`src/rtl/maf_cpa_pipe.sv`:
```
// rtl/maf_cpa_pipe.sv - two-stage split carry-propagate adder with LZC and zero detect
module maf_cpa_pipe #(
  parameter int WIDTH = 48,
  parameter int SPLIT = 24,
  parameter int LZW   = 6
) (
  input  logic             clk,
  input  logic             rst_n,
  input  logic             in_valid,
  output logic             in_ready,
  input  logic [WIDTH-1:0] carry_in,
  input  logic [WIDTH-1:0] sum_in,
  output logic             out_valid,
  input  logic             out_ready,
  output logic [WIDTH-1:0] product,
  output logic             cout,
  output logic [LZW-1:0]   lzc,
  output logic             zero
);

  localparam int HW = WIDTH - SPLIT;

  logic          s1_valid;
  logic [SPLIT:0] s1_lo;
  logic [HW-1:0] s1_c_hi;
  logic [HW-1:0] s1_s_hi;
  logic          s2_valid;

  logic          s2_free;
  logic          s1_adv;
  logic          accept;
  logic [SPLIT:0] lo_sum;
  logic [HW:0]   hi_sum;
  logic [WIDTH-1:0] prod_nxt;
  logic [LZW-1:0]   lzc_nxt;

  assign s2_free   = !s2_valid || out_ready;
  assign s1_adv    = s1_valid && s2_free;
  assign in_ready  = !s1_valid || s2_free;
  assign accept    = in_valid && in_ready;
  assign out_valid = s2_valid;

  assign lo_sum   = {1'b0, carry_in[SPLIT-1:0]} + {1'b0, sum_in[SPLIT-1:0]};
  // Low-half carry c1 enters the upper adder as its carry-in.
  assign hi_sum   = {1'b0, s1_c_hi} + {1'b0, s1_s_hi} + {{HW{1'b0}}, s1_lo[SPLIT]};
  assign prod_nxt = {hi_sum[HW-1:0], s1_lo[SPLIT-1:0]};

  always_comb begin
    lzc_nxt = LZW'(WIDTH);
    for (int i = 0; i < WIDTH; i++) begin
      if (prod_nxt[i]) lzc_nxt = LZW'(WIDTH - 1 - i);
    end
  end

  always_ff @(posedge clk) begin
    if (!rst_n) begin
      s1_valid <= 1'b0;
      s1_lo    <= '0;
      s1_c_hi  <= '0;
      s1_s_hi  <= '0;
      s2_valid <= 1'b0;
      product  <= '0;
      cout     <= 1'b0;
      lzc      <= '0;
      zero     <= 1'b0;
    end else begin
      if (accept) begin
        s1_lo    <= lo_sum;
        s1_c_hi  <= carry_in[WIDTH-1:SPLIT];
        s1_s_hi  <= sum_in[WIDTH-1:SPLIT];
        s1_valid <= 1'b1;
      end else if (s1_adv) begin
        s1_valid <= 1'b0;
      end

      if (s1_adv) begin
        product  <= prod_nxt;
        cout     <= hi_sum[HW];
        lzc      <= lzc_nxt;
        zero     <= (prod_nxt == '0);
        s2_valid <= 1'b1;
      end else if (out_ready) begin
        s2_valid <= 1'b0;
      end
    end
  end

endmodule

```
`config.mk`:
```
export PLATFORM = sky130hd
export DESIGN_NAME = maf_cpa_pipe
export DESIGN_NICKNAME = d
export VERILOG_FILES = /design/src/rtl/maf_cpa_pipe.sv
export SDC_FILE = /design/constraint.sdc
export NUM_CORES = 1
export LEC_CHECK = 0
export CORE_MARGIN = 4
export CORE_UTILIZATION = 40
export CTS_BUF_LIST = sky130_fd_sc_hd__clkbuf_16
export CTS_CLUSTER_DIAMETER = 40
export DETAILED_ROUTE_END_ITERATION = 8
export GPL_TIMING_DRIVEN = 0
export PLACE_DENSITY_LB_ADDON = 0.1
export SYNTH_ARGS = -nofsm -noshare
export SYNTH_HDL_FRONTEND = slang
export SYNTH_SLANG_ARGS = --single-unit
```
`constraint.sdc`:
```
create_clock -name clk -period 4.25 [get_ports clk]
set_input_delay 0.6375 -clock clk [delete_from_list [all_inputs] [get_ports clk]]
set_output_delay 0.6375 -clock clk [all_outputs]
set_load 0.02 [all_outputs]
```
==> run_results.csv <==
group,metric,value,unit
drt,routed_wl,22500,um
yosys,synth_cell_types,77,
power_and_ir_drop,ir_drop,0.000287,V
global_route,busiest_layer,"met1",
die,die_area,21100,um2
sta,worst_slew_pin_slew,0.788,ns
sta,layout_min_cycle_time,3.66,ns
global_route,grt_pass1_wl,35800,um
job,maxCapViolations,0,
cts,cts_max_path_buffers,2,
worst_hold_path,min_path_type,"reg -> reg",
drt,vias,7520,
global_route,antenna_found_initial,0,
drt,wl_per_cell,16.0,um
drt,ant_nets,0,
die,die_x,145,um
run_status,outcome,"finished clean",
cts,root_buffer,"clkbuf_16",
critical_path,crit_type,"reg -> reg",
sta,max-slew-margin-rel,47.5,%
placed_design,gp_congestion,0.860,
sta,hold_violations,0,
critical_path,crit_path_end_kind,"flop",
yosys,synth_nets,1139,
power_and_ir_drop,leakage,3.92,nW
yosys,ys_top_cells_by_count,"nand2_1, a21oi_1, dfxtp_1, nor2_1, ha_1",
sta,max_freq,0.273,GHz
cts,hold_buffers,0,
yosys,ys_seq_elements,131,
drt,vias_per_cell,5.34,
yosys,synth_seq_area_share,34.8,%
die,initial_core_util,41.3,%
drt,dr.first_iter.drc_count,510,
yosys,synth_most_common_cell,"nand2_1",
cts,cts-buffers-inserted,17,
sta,rsz0062_at_grt,"false",
cts,clock_latency,0.43,ns
cts,clk_pin_slew_worst_paths,0.06,ns
cts,clock-sinks,131,
cells_and_area,diodes,0,
yosys,synth_top_area_share,34.8,%
placed_design,dp.final_hpwl,17900,um
sta,finClkSkew,0.00879,ns
yosys,synth_area,7540,um2
cells_and_area,syn_to_final_growth,32.3,%
global_route,grt_pass1_vias,6905,
global_route,grt_max_degree,17,
global_route,grt_overflow,0,
critical_path,cp_max_fo,4,
yosys,synth_area_leaders,"dfxtp_1, nand2_1, a21oi_1",
yosys,syn_area_per_cell,7.63,um2
critical_path,arrival,3.98,ns
sta,slew_violations,0,
yosys,ys.flop_type,"dfxtp_1",
placed_design,place_area,9400,um2
sta,setup_viol,0,
yosys,synth_warnings,0,
cts,cts_tree,"done",
yosys,async_flop_share,0,%
drt,dr.pass1.iters,5,
cts,postCtsSetupBuffers,0,
global_route,use_met3,5.18,%
yosys,synth_top_cell_by_area,"dfxtp_1",
yosys,syn_inst,989,
global_route,grt_use_met1,30.8,%
critical_path,required,4.57,ns
cts,htreeDepth,4,
drt,drc,0,
global_route,grt_usage,20.8,%
die,die_h,145,um
critical_path,regToRegSetupSlack,0.59,ns
cells_and_area,finalCoreUtilization,54.6,%
sta,fin_crit_sh,86.1,%
cells_and_area,postLayoutCellArea,9980,um2
critical_path,startpoint_type,"flop",
sta,fin_tns_setup,0,ns
cells_and_area,drive_gt1_share,5.35,%
placed_design,portBuffers,157,
die,io_pins,158,
die,num_rows,49,
cells_and_area,nNetsFinal,1315,
cts,ctsResizeCount,0,
power_and_ir_drop,pwr_density_cell,367,nW/um2
global_route,use_met2,30.0,%
yosys,synth_edf_count,0,
die,coreArea,18300,um2
-- layout make-up --
class                   instances  area, um2
well taps                     229        287
inverters                      25       93.8
flip-flops and latches        131       2620
clock inverters                15        150
multi-input cells             791       4630
fillers                      1796       8290
repair buffers                157       1570
plain buffers                  42        195
clock buffers                  17        425
-- cells by family (layout without fill, tap and decap cells) --
kind of cell             Yosys count  after routing  share of synthesized area, %
AO/OA/AOI/OAI                    292            292                          24.4
XOR/XNOR                          36             36                          4.28
adder cells (fa/ha/maj)           50             50                          8.59
buffers and inverters             67            256                          3.83
flip-flops                       131            131                          34.8
multiplexers                       2              2                         0.282
AND/OR/NAND/NOR                  411            411                          23.9
-- placed cells by master (no fill, tap or decap), types with 7 or more instances in the layout --
master,n
inv_1,27
nor3_1,18
xnor2_1,23
nand2b_1,7
nor2_1,83
ha_1,47
nor4_1,7
nand2_1,223
o21bai_1,8
a211oi_1,16
clkbuf_1,36
o21ai_0,33
clkdlybuf4s50_1,157
o211ai_1,7
a21o_1,10
nor2b_1,13
o21a_1,10
dfxtp_1,131
a21oi_1,144
a31oi_1,8
nand3_1,21
clkbuf_16,17
xor2_1,12
o31ai_1,9
-- critical path: stages, from the launching register on --
cell and delay, ns:
dfxtp_1 0.35, fa_1 0.45, inv_1 0.09, fa_1 0.20, nor2b_1 0.08, o31ai_1 0.45
a211o_1 0.27, a211oi_1 0.10, o21ai_0 0.35, o2111ai_1 0.16, a21o_1 0.19, o21ai_0 0.11
or3b_4 0.46, o41ai_2 0.30
-- sequential cells by signal, summed over array words and instances, names as in the netlist --
signal / flops
product: 48
s1_lo: 25
s1_c_hi: 24
s1_s_hi: 24
lzc: 6
cout: 1
out_valid: 1
s1_valid: 1
zero: 1
-- layer usage --
metal | vias to the layer above | share of wire [%]
met2 | 244 | 41
li1 | 3829 | -
met1 | 3427 | 51
met5 | - | 0
met3 | 20 | 6.6
met4 | 0 | 1.2
-- metrics by stage --
stage / setup WS [ns] / power (mW) / hold slack (ns) / instances
after detailed placement: 0.468 / 2.23 / 0.447 / 1375
after global placement: 0.511 / 2.23 / 0.442 / 1375
final: 0.591 / 3.66 / 0.451 / 1407
after CTS: 0.584 / 3.66 / 0.455 / 1407
after floorplan: 1.10 / 1.91 / 0.440 / 989
after global routing: 0.367 / 3.82 / 0.472 / 1407
-- report_power, final --
group	switching [mW]	internal, mW	leakage (nW)
clock	0.537	0.903	0.285
combinational	0.459	0.381	2.57
sequential	0.0730	1.30	1.07
-- final timing paths --
path,to,depth (start not counted),startpoint
max,lzc[4],13,s1_c_hi[0]
min,product[16],2,product[16]
max reg2reg,lzc[4],13,s1_c_hi[0]
min reg2reg,product[16],2,product[16]
(Power assumes the default switching activity.)
